[config.mk]
export PLATFORM = sky130hd
export DESIGN_NAME = cpu_rst_ctrl
export DESIGN_NICKNAME = d
export VERILOG_FILES = /design/src/rtl/cpu_rst_ctrl.sv
export SDC_FILE = /design/constraint.sdc
export NUM_CORES = 1
export LEC_CHECK = 0
export BUFFER_PORTS_ARGS = -buffer_cell sky130_fd_sc_hd__clkbuf_2
export CORE_AREA = 3 3 40 42
export DETAILED_ROUTE_END_ITERATION = 8
export DIE_AREA = 0 0 43 45
export PLACE_DENSITY_LB_ADDON = 0.12
export SETUP_SLACK_MARGIN = 0.15
export SLEW_MARGIN = 20
export SYNTH_ARGS = -nofsm -noshare
export SYNTH_HDL_FRONTEND = slang
export SYNTH_SLANG_ARGS = --single-unit
[constraint.sdc]
create_clock -name clk_i -period 3 [get_ports clk_i]
set_input_delay 0.45 -clock clk_i [delete_from_list [all_inputs] [get_ports clk_i]]
set_output_delay 0.45 -clock clk_i [all_outputs]
set_load 0.03 [all_outputs]
[src/rtl/cpu_rst_ctrl.sv]
// cpu_rst_ctrl: per-channel CPU reset sequencer.
// Each channel stretches software reset requests to a minimum pulse width.
// A debug bridge can hold the CPU in reset through a GPIO level, but only
// once that level has been seen high at least once (the channel is then
// "armed"). This stops a floating or unconnected bridge from holding the
// CPU after power-up.

// Single channel: RUN / STRETCH / HELD state machine, pulse counter, arm flag.
module cpu_rst_ctrl_ch #(
    parameter int RST_CYCLES = 16,
    parameter bit BOOT_RUN   = 1'b1,
    parameter int CW         = 4
) (
    input  logic clk_i,
    input  logic rst_i,
    input  logic dbg_run_i,
    input  logic sw_rst_req_i,
    output logic rst_cpu_o,
    output logic armed_o,
    output logic stretch_o
);

    typedef enum logic [1:0] {
        ST_RUN     = 2'd0,
        ST_STRETCH = 2'd1,
        ST_HELD    = 2'd2
    } state_e;

    // The counter runs from RST_CYCLES-1 down to 0. This gives exactly
    // RST_CYCLES cycles in STRETCH before the channel returns to RUN.
    localparam logic [CW-1:0] CNT_LOAD = CW'(RST_CYCLES - 1);
    localparam state_e        RST_ST   = BOOT_RUN ? ST_STRETCH : ST_HELD;

    state_e          state_q, state_d;
    logic [CW-1:0]   cnt_q, cnt_d;
    logic            armed_q, armed_d;
    logic            hold;

    // The bridge may only hold the CPU once it has shown a run level.
    assign hold    = armed_q & ~dbg_run_i;
    assign armed_d = armed_q | dbg_run_i;

    // Next-state and counter logic; the hold request wins over everything.
    always_comb begin
        state_d = state_q;
        cnt_d   = cnt_q;
        unique case (state_q)
            ST_RUN: begin
                if (hold) begin
                    state_d = ST_HELD;
                end else if (sw_rst_req_i) begin
                    state_d = ST_STRETCH;
                    cnt_d   = CNT_LOAD;
                end
            end
            ST_STRETCH: begin
                if (hold) begin
                    state_d = ST_HELD;
                end else if (sw_rst_req_i) begin
                    cnt_d = CNT_LOAD;
                end else if (cnt_q == '0) begin
                    state_d = ST_RUN;
                end else begin
                    cnt_d = cnt_q - CW'(1);
                end
            end
            ST_HELD: begin
                // Software requests are ignored here. Only the bridge can
                // release the channel, and the release always goes through a
                // full-width reset pulse.
                if (dbg_run_i) begin
                    state_d = ST_STRETCH;
                    cnt_d   = CNT_LOAD;
                end
            end
            default: begin
                state_d = ST_HELD;
                cnt_d   = CNT_LOAD;
            end
        endcase
    end

    // State, counter and arm registers. Reset aborts any operation in flight.
    always_ff @(posedge clk_i or posedge rst_i) begin
        if (rst_i) begin
            state_q <= RST_ST;
            cnt_q   <= CNT_LOAD;
            armed_q <= 1'b0;
        end else begin
            state_q <= state_d;
            cnt_q   <= cnt_d;
            armed_q <= armed_d;
        end
    end

    // Outputs decode registered state only, so no input reaches them combinationally.
    assign rst_cpu_o = (state_q != ST_RUN);
    assign stretch_o = (state_q == ST_STRETCH);
    assign armed_o   = armed_q;

endmodule

// Top: NUM_CH fully independent channel instances.
module cpu_rst_ctrl #(
    parameter int NUM_CH     = 1,
    parameter int RST_CYCLES = 16,
    parameter bit BOOT_RUN   = 1'b1
) (
    input  logic              clk_i,
    input  logic              rst_i,
    input  logic [NUM_CH-1:0] dbg_run_i,
    input  logic [NUM_CH-1:0] sw_rst_req_i,
    output logic [NUM_CH-1:0] rst_cpu_o,
    output logic [NUM_CH-1:0] armed_o,
    output logic [NUM_CH-1:0] stretch_o
);

    // The counter must hold RST_CYCLES-1. Keep at least one bit so that
    // RST_CYCLES=1 still elaborates.
    localparam int CW = (RST_CYCLES > 1) ? $clog2(RST_CYCLES) : 1;

    // One channel instance per CPU; the channels share no state.
    for (genvar g = 0; g < NUM_CH; g++) begin : g_ch
        cpu_rst_ctrl_ch #(
            .RST_CYCLES (RST_CYCLES),
            .BOOT_RUN   (BOOT_RUN),
            .CW         (CW)
        ) u_ch (
            .clk_i        (clk_i),
            .rst_i        (rst_i),
            .dbg_run_i    (dbg_run_i[g]),
            .sw_rst_req_i (sw_rst_req_i[g]),
            .rst_cpu_o    (rst_cpu_o[g]),
            .armed_o      (armed_o[g]),
            .stretch_o    (stretch_o[g])
        );
    end

endmodule
==> reports/qor.yml, run 1 <==
power_and_ir_drop:
  power_density_nw_per_um2: 523
  irDropWorstVdd_v: 0.000341
  internal-power_mw: 0.177
  switching_share_pct: 27.5
  power.share.clock_pct: 35.2
  pwr-share-comb_pct: 17.8
  p_leak_nw: 0.212
  power_frac_seq_pct: 47.0
  p_switching_mw: 0.0673
clock_tree:
  cts_setup_buffers: 0
  cts_hold_buffers: 0
  cts.sinks: 7
  cts_tree: "built"
  htree_levels: 1
  cts.clk_slew.worst_paths_ps: 50
  clock_latency_ps: 250
  cts_buffer_depth: 2
  cts_made_buffers: 3
  cts-root-buf: "clkbuf_4"
  cts_resized: 0
timing:
  hold_violations: 0
  setup_viol: 0
  slew_violations: 0
  max-slew-margin-rel_pct: 70.1
  period_share_pct: 59.0
  fin_tns_setup_ps: 0
  worstMarginPinSlew_ps: 443
  holdWs_ps: 104
  rsz0062_at_grt: "no"
  min_period_ps: 1770
  fin_skew_ps: 4.74
  fmax_ghz: 0.565
routing:
  drt-pass1-iter-count: 6
  avgViaCountPerCell: 5.17
  vias: 331
  routed_wirelength_um: 826
  wl_per_cell_um: 12.9
  drc: 0
  ant_nets: 0
  drt_iter0_drc: 11
worst_setup_path:
  critical-path-top-delay-family: "simple AND/OR/NAND/NOR gates"
  critPathBufInv: 1
  start_kind: "flop"
  max_stage_delay_ps: 400
  crit_fanout: 4
  path_cells: "inv_1 -> ha_1 -> nor4b_1 -> nand2_1 -> nand2_2 -> mux2_4"
  worstReg2RegEnd: "g_ch[0].u_ch.cnt_q[1]"
  rr_worst_depth: 6
  r2r_slack_ps: 1230
  cp_slowest_cell: "nor4b_1"
  crit_path_end_kind: "flop"
  regToRegStartpoint: "g_ch[0].u_ch.cnt_q[0]"
  cp.required_ps: 3180
  crit_arrival_ps: 1950
  path_class: "reg -> reg"
cells_and_area:
  syn2layout_area_growth_pct: 19.1
  regArea_um2: 181
  layout_commonest_cell: "clkbuf_2"
  fin_nets: 55
  diodes: 0
  n_fill_cell: 134
  drive_gt1_share_pct: 44.9
  finalNonFillerCells: 64
  multi_input_area_um2: 196
  final_cell_mix: "6 x clkbuf_2, 5 x dfstp_2, 4 x inv_1, 4 x a31oi_1"
  final_util_pct: 36.4
  design_area_um2: 468
synthesis:
  yosysUniqueCellTypes: 21
  synth_nets: 44
  ys_seq_area_share_pct: 46.2
  avgSynthCellArea_um2: 10.1
  yosysWarnings: 0
  synth-seq-cells: 7
  syn_inst: 39
  syn-cell-area_um2: 393
die:
  ios: 7
  die_area_um2: 1940
  core_um2: 1280
  die_y_um: 45
  die_w_um: 43
  rows: 13
  initial_core_util_pct: 30.6
run_status:
  outcome: "finished, final reports clean"
place:
  port_buffers: 6
  dp.cells: 60
  gp_congestion: 0.704
  place_area_um2: 442
global_routing:
  use_met2_pct: 17.1
  busiest_layer: "met2"
  antenna_found_initial: 0
  grt_pass1_wl_um: 1460
  use_met3_pct: 6.77
  grt_pass1_vias: 345
  grt_max_degree: 9
  track_usage_pct: 10.5
  grt_use_met1_pct: 11.1
  overflow: 0
run:
  max-cap-violations: 0
hold_path:
  hold_path.class: "in -> async"
## power by group through the flow
stage               sequential (mW)  clock, mW  combinational [mW]
floorplan                     0.115          0              0.0322
global placement              0.116          0              0.0402
detailed placement            0.116          0              0.0421
CTS                           0.115     0.0891              0.0433
global route                  0.116      0.101              0.0474
finish                        0.115     0.0863              0.0435
## kinds of logic (layout without fill, tap and decap cells)
logic type      count (synthesis)  after routing  share of synthesized area [%]
simple gates                   15             15                           22.6
compound gates                 10             10                           17.5
flops                           7              7                           46.2
buf+inv                         4             14                           3.82
mux                             2              2                           6.69
fa+ha+maj                       1              1                           3.18
## per-stage QoR
stage	total power, mW	setup slack, ps
2_1_floorplan	0.147	1530
3_3_place_gp	0.157	1430
3_5_place_dp	0.158	1270
4_1_cts	0.247	1250
5_1_grt	0.265	1080
6_report	0.245	1230
## worst max path at each step
stage	to	startpoint	cells after the start
3_5_place_dp	g_ch[0].u_ch.cnt_q[1]	sw_rst_req_i	5
2_1_floorplan	g_ch[0].u_ch.cnt_q[1]	g_ch[0].u_ch.cnt_q[0]	6
6_report	g_ch[0].u_ch.cnt_q[1]	g_ch[0].u_ch.cnt_q[0]	6
3_3_place_gp	g_ch[0].u_ch.cnt_q[1]	sw_rst_req_i	5
4_1_cts	g_ch[0].u_ch.cnt_q[1]	g_ch[0].u_ch.cnt_q[0]	6
5_1_grt	g_ch[0].u_ch.cnt_q[1]	g_ch[0].u_ch.cnt_q[0]	6
## worst reg2reg max path, stage by stage (launching register included)
cell     delay, ps
dfstp_2        370
inv_1           80
ha_1           190
nor4b_1        400
nand2_1        230
nand2_2        140
mux2_4         300
## cell usage after synthesis (all sizes together)
cell type,instances,share of area [%]
dfstp,5,33
a31oi,4,6.4
inv,4,3.8
nand2,4,4.5
nand2b,3,4.8
o21ai,3,3.8
dfrtp,2,13
mux2,2,6.7
or2,2,3.2
a21o,1,1.9
and2,1,1.6
and2b,1,2.2
ha,1,3.2
nor2,1,0.95
nor3,1,1.3
nor3b,1,1.9
nor4b,1,2.2
o221a,1,2.9
o22a,1,2.5
## per-layer routing
layer	up-vias	wire length, um
li1	157	-
met1	152	325
met2	22	410
met3	0	90
met4	0	0
met5	-	0
## state kept, by name (all words and copies together), names as in the netlist
name               flops
g_ch.u_ch.armed_o      1
g_ch.u_ch.cnt_q        4
g_ch.u_ch.state_q      2
## cell type report
type / count / area share, %
Timing Repair Buffer: 6 / 6.42
Multi-Input combinational cell: 28 / 42.0
Sequential cell: 7 / 38.8
Tap cell: 15 / 4.01
Clock buffer: 4 / 5.61
Inverter: 4 / 3.21
Power figures use the tool's default switching activity.
==> run 2: changes to the inputs <==
Clock period 3 ns to 1.53 ns, I/O delays scaled along.
==> reports/qor.yml, run 2 (synthesis results as in run 1) <==
worst_setup_path:
  r2r_slack_ps: 110  # -1120 ps
  max_stage_delay_ps: 430  # +30 ps
  critPathBufInv: 0  # -1
  regToRegStartpoint: "g_ch[0].u_ch.state_q[1]"
  path_cells: "mux2_4 -> o22a_4 -> nand2_2 -> mux2_4"
  path_depth: 4  # -2
  crit_path_end_kind: "flop"
  cp_common_cell: "mux2_4"
  endpoint: "g_ch[0].u_ch.cnt_q[1]"
  crit_arrival_ps: 1600  # -350 ps
  cp.required_ps: 1710  # -1470 ps
  path_class: "reg -> reg"
  startpoint: "g_ch[0].u_ch.state_q[1]"
  worstReg2RegEnd: "g_ch[0].u_ch.cnt_q[1]"
  critical-path-top-delay-family: "multiplexers"
  cp_slowest_cell: "dfrtp_2"
  start_kind: "flop"
  rr_worst_depth: 4  # -2
  crit_fanout: 3  # -1
run:
  max-cap-violations: 0  # unchanged
power_and_ir_drop:
  finalPower_mw: 0.535  # +120%
  power_density_nw_per_um2: 888  # +70%
  irDropWorstVdd_v: 0.000519  # +52%
  p_leak_nw: 0.268  # +26%
place:
  pre_cts_ws_ps: 60.7  # -1210 ps
  place_area_um2: 488  # +10%
  dp_hpwl_um: 702
  dp.cells: 62  # +3.3%
  gp_congestion: 0.723  # +2.7%
  port_buffers: 6  # unchanged
timing:
  period_share_pct: 92.5  # +34 points
  worstMarginPinSlew_ps: 287  # -155 ps
  rsz0062_at_grt: "yes"
  holdWs_ps: 236  # +132 ps
  max-slew-margin-rel_pct: 80.8  # +11 points
  slew_violations: 0  # unchanged
  fin_skew_ps: 3.38  # -1.35 ps
  fmax_ghz: 0.706  # +25%
  hold_violations: 0  # unchanged
  layout_setup_ws_ps: 115  # -1120 ps
  setup_viol: 0  # unchanged
  fin_tns_setup_ps: 0  # unchanged
  min_period_ps: 1420  # -353 ps
clock_tree:
  cts_made_buffers: 3  # unchanged
  htree_levels: 1  # unchanged
  cts_tree: "built"
  cts_buffer_depth: 2  # unchanged
  cts.clk_slew.worst_paths_ps: 60  # about the same
  cts-root-buf: "clkbuf_4"
  clock_latency_ps: 250  # about the same
  cts.sinks: 7  # unchanged
routing:
  routed_wirelength_um: 874  # +5.8%
  drc: 0  # unchanged
  ant_nets: 0  # unchanged
  wl_per_cell_um: 12.3  # -4.6%
  drt_iter0_drc: 2  # -9
  vias: 346  # +4.5%
  avgViaCountPerCell: 4.87  # -5.8%
  drt-pass1-iter-count: 2  # -4
die:
  ios: 7  # unchanged
  core_um2: 1280  # unchanged
  die_w_um: 43  # unchanged
  rows: 13  # unchanged
  die_area_um2: 1940  # unchanged
  die_y_um: 45  # unchanged
  initial_core_util_pct: 30.6  # unchanged
cells_and_area:
  finalNonFillerCells: 71  # +11%
  fin_nets: 62  # +13%
  layout_commonest_cell: "dfstp_2"
  largest_register_ffs: 4  # unchanged
  syn2layout_area_growth_pct: 53.2
  largest-register: "g_ch.u_ch.cnt_q"
  diodes: 0  # unchanged
  design_area_um2: 602  # +29%
  final_util_pct: 46.8  # +10 points
  final_cell_mix: "5 x dfstp_2, 4 x a31oi_1, 4 x clkbuf_2, 4 x buf_4"
  drive_gt1_share_pct: 64.3  # +19 points
run_status:
  outcome: "finished, final reports clean"
global_routing:
  antenna_found_initial: 0  # unchanged
  grt_pass1_wl_um: 1480  # +1.9%
  track_usage_pct: 10.8  # +0.31 points
  overflow: 0  # unchanged
  grt_pass1_vias: 364  # +5.5%
  grt_max_degree: 8  # -1
hold_path:
  hold_path.class: "in -> reg"
## run 2: cell types whose count changed in the layout (fill, tap and decap cells not counted), moves of 2 or more
cell | before | now
buf_4 | 0 | 4
buf_8 | 0 | 2
inv_1 | 4 | 2
clkbuf_2 | 6 | 4
buf_6 | 0 | 2
inv_2 | 0 | 2
## run 2: routing by layer
metal	up-vias	global-route usage, %	part of all wire [%]	wire length (um)
met5	-	0	0	0
met4	0	7.23	0.46	4
met1	167	10.3	42	364
li1	172	-	-	-
met3	2	2.79	3.8	33
met2	5	20.4	54	472
## run 2: what timing repair did
item | 4_1_cts | 5_1_grt
setup buffers | 3 | 1
gates resized for setup | 9 | 4
hold buffers | 1 | 0
hold endpoints to repair | 2 | 0
setup endpoints to repair | 4 | 4
pin swaps | 1 | 1
## run 2: worst min-delay path by stage
stage,from,endpoint,slack (ps),cells after the start
3_5_place_dp,rst_i,g_ch[0].u_ch.armed_o,160,2
4_1_cts,dbg_run_i,g_ch[0].u_ch.armed_o,230,2
2_1_floorplan,rst_i,g_ch[0].u_ch.armed_o,30,1
5_1_grt,dbg_run_i,g_ch[0].u_ch.armed_o,250,2
3_3_place_gp,rst_i,g_ch[0].u_ch.armed_o,150,2
6_report,dbg_run_i,g_ch[0].u_ch.armed_o,240,2
## run 2: final cells by class
class	count	area, um2
flip-flops and latches	7	183
fillers	137	683
repair buffers	13	113
well taps	15	18.8
clock buffers	3	22.5
clock inverters	1	5.00
multi-input cells	28	245
inverters	4	15.0
## run 2: power by group
group,total [mW],internal (mW),switching [mW]
registers,0.227,0.212,0.0151
logic,0.140,0.0766,0.0630
clock network,0.168,0.0957,0.0727
==> run 3: changes to the inputs <==
Settings changed: PLACE_DENSITY set to 0.61, PLACE_DENSITY_LB_ADDON 0.12 to not set.
==> reports/qor.yml, run 3 (synthesis results as in run 1) <==
routing:
  vias: 337  # -2.6%
  drt-pass1-iter-count: 4  # +2
  routed_wirelength_um: 848  # -3.0%
  ant_nets: 0  # unchanged
  drc: 0  # unchanged
  avgViaCountPerCell: 4.81  # -1.2%
  wl_per_cell_um: 12.1  # -1.6%
  drt_iter0_drc: 14  # +12
power_and_ir_drop:
  power.share.clock_pct: 32.0  # +0.5 points
  p_switching_mw: 0.151  # +0.35%
  p_leak_nw: 0.260  # -2.9%
  internal-power_mw: 0.389  # +1.5%
  irDropWorstVdd_v: 0.000281  # -46%
  power_frac_seq_pct: 42.2  # -0.2 points
  power_density_nw_per_um2: 919  # +3.5%
  switching_share_pct: 28.0  # -0.22 points
  pwr-share-comb_pct: 25.8  # -0.3 points
timing:
  min_period_ps: 1430  # +13.4 ps
  fin_skew_ps: 1.44  # -1.95 ps
  rsz0062_at_grt: "yes"
  worstMarginPinSlew_ps: 278  # -9.78 ps
  fin_tns_setup_ps: 0  # unchanged
  slew_violations: 0  # unchanged
  setup_viol: 0  # unchanged
  hold_violations: 0  # unchanged
  max-slew-margin-rel_pct: 81.5  # +0.65 points
  fmax_ghz: 0.700  # -0.94%
  period_share_pct: 93.4  # +0.88 points
place:
  port_buffers: 6  # unchanged
  dp_hpwl_um: 594  # -15%
  gp_congestion: 0.720  # -0.54%
die:
  die_area_um2: 1940  # unchanged
  core_um2: 1280  # unchanged
  initial_core_util_pct: 30.6  # unchanged
  die_y_um: 45  # unchanged
  ios: 7  # unchanged
  die_w_um: 43  # unchanged
  rows: 13  # unchanged
cells_and_area:
  final_cell_mix: "5 x dfstp_2, 5 x buf_4, 4 x a31oi_1, 4 x clkbuf_2"
  drive_gt1_share_pct: 61.8  # -2.5 points
  fin_nets: 61  # -1.6%
  n_fill_cell: 127  # -7.3%
  syn2layout_area_growth_pct: 49.7
  multi_input_area_um2: 248  # +1.0%
  final_util_pct: 45.8  # -1.1 points
  largest-register: "g_ch.u_ch.cnt_q"
  regArea_um2: 183  # unchanged
  diodes: 0  # unchanged
  largest_register_ffs: 4  # unchanged
worst_setup_path:
  path_cells: "mux2_4 -> o22a_4 -> nand2_4 -> mux2_4"
  regToRegStartpoint: "g_ch[0].u_ch.state_q[1]"
  critPathBufInv: 0  # unchanged
  critical-path-top-delay-family: "multiplexers"
  path_class: "reg -> reg"
  startpoint: "g_ch[0].u_ch.state_q[1]"
  cp_common_cell: "mux2_4"
  crit_arrival_ps: 1610  # about the same
  max_stage_delay_ps: 440  # about the same
  crit_fanout: 6  # +3
  start_kind: "flop"
  cp_slowest_cell: "dfrtp_2"
  crit_path_end_kind: "flop"
  cp.required_ps: 1710  # about the same
global_routing:
  busiest_layer: "met2"
  antenna_found_initial: 0  # unchanged
  use_met3_pct: 3.59  # +0.80 points
  grt_max_degree: 8  # unchanged
  use_met2_pct: 13.5  # -6.9 points
  grt_use_met1_pct: 12.6  # +2.3 points
  grt_pass1_wl_um: 1350  # -9.3%
  grt_pass1_vias: 317  # -13%
  track_usage_pct: 10.6  # -0.23 points
  overflow: 0  # unchanged
run_status:
  outcome: "finished, final reports clean"
clock_tree:
  cts_buffer_depth: 2  # unchanged
  cts-root-buf: "clkbuf_4"
  cts.sinks: 7  # unchanged
  cts_tree: "built"
  clock_latency_ps: 250  # about the same
  cts_made_buffers: 3  # unchanged
  cts.clk_slew.worst_paths_ps: 60  # about the same
  htree_levels: 1  # unchanged
hold_path:
  hold_path_startpoint: "dbg_run_i"
  hold_path.class: "in -> reg"
run:
  max-cap-violations: 0  # unchanged
## run 3: changes by cell type in the layout (fill, tap and decap cells not counted), sizes merged
cell    previous run  this run
clkbuf             7         8
buf                8         7
clkinv             1         0
## run 3: path summary, 6_finish.rpt
check                      cells after the start                      end  slack, ps
max                                            4    g_ch[0].u_ch.cnt_q[1]        100
min in group asynchronous                      3     g_ch[0].u_ch.armed_o        430
min                                            2     g_ch[0].u_ch.armed_o        240
min reg2reg                                    1     g_ch[0].u_ch.armed_o        520
max in group asynchronous                      3  g_ch[0].u_ch.state_q[0]        830
max reg2reg                                    4    g_ch[0].u_ch.cnt_q[1]        100
## run 3: cell type report
class,count,share of cell area (%)
multi-input combinational,28,42.1
sequential,7,31.1
timing repair buffer,12,16.6
clock buffer,4,4.47
tap,15,3.19
inverter,4,2.55
## run 3: timing repair
action,CTS,global route
gates resized for setup,8,4
setup buffers,2,2
hold buffers,1,0
hold endpoints to repair,2,0
setup endpoints to repair,3,6
pin swaps,2,3
## run 3: power groups by stage
stage | sequential (mW) | clock (mW) | combinational [mW]
2_1_floorplan | 0.227 | 0 | 0.0723
3_3_place_gp | 0.231 | 0 | 0.0932
3_5_place_dp | 0.231 | 0 | 0.0948
4_1_cts | 0.228 | 0.183 | 0.115
5_1_grt | 0.231 | 0.193 | 0.154
6_report | 0.228 | 0.173 | 0.140
## run 3: per-layer routing
| metal | up-vias | part of all wire, % |
|---|---|---|
| li1 | 169 | - |
| met1 | 162 | 46 |
| met2 | 4 | 50 |
| met3 | 2 | 2.0 |
| met4 | 0 | 2.2 |
| met5 | - | 0 |
## run 3: stage by stage
step | hold slack (ps) | area (um2) | cells | power [mW] | worst slack [ps]
2_1_floorplan | 29.3 | 424 | 39 | 0.299 | 133
6_report | 236 | 588 | 70 | 0.541 | 101
3_5_place_dp | 159 | 480 | 61 | 0.326 | 64.1
4_1_cts | 231 | 566 | 68 | 0.526 | 119
3_3_place_gp | 158 | 480 | 61 | 0.324 | 79.2
5_1_grt | 244 | 588 | 70 | 0.578 | 66.0
## run 3: worst register-to-register path: stages, from the launching register on
cell	delay, ps
dfrtp_2	440
mux2_4	310
o22a_4	250
nand2_4	80
mux2_4	290
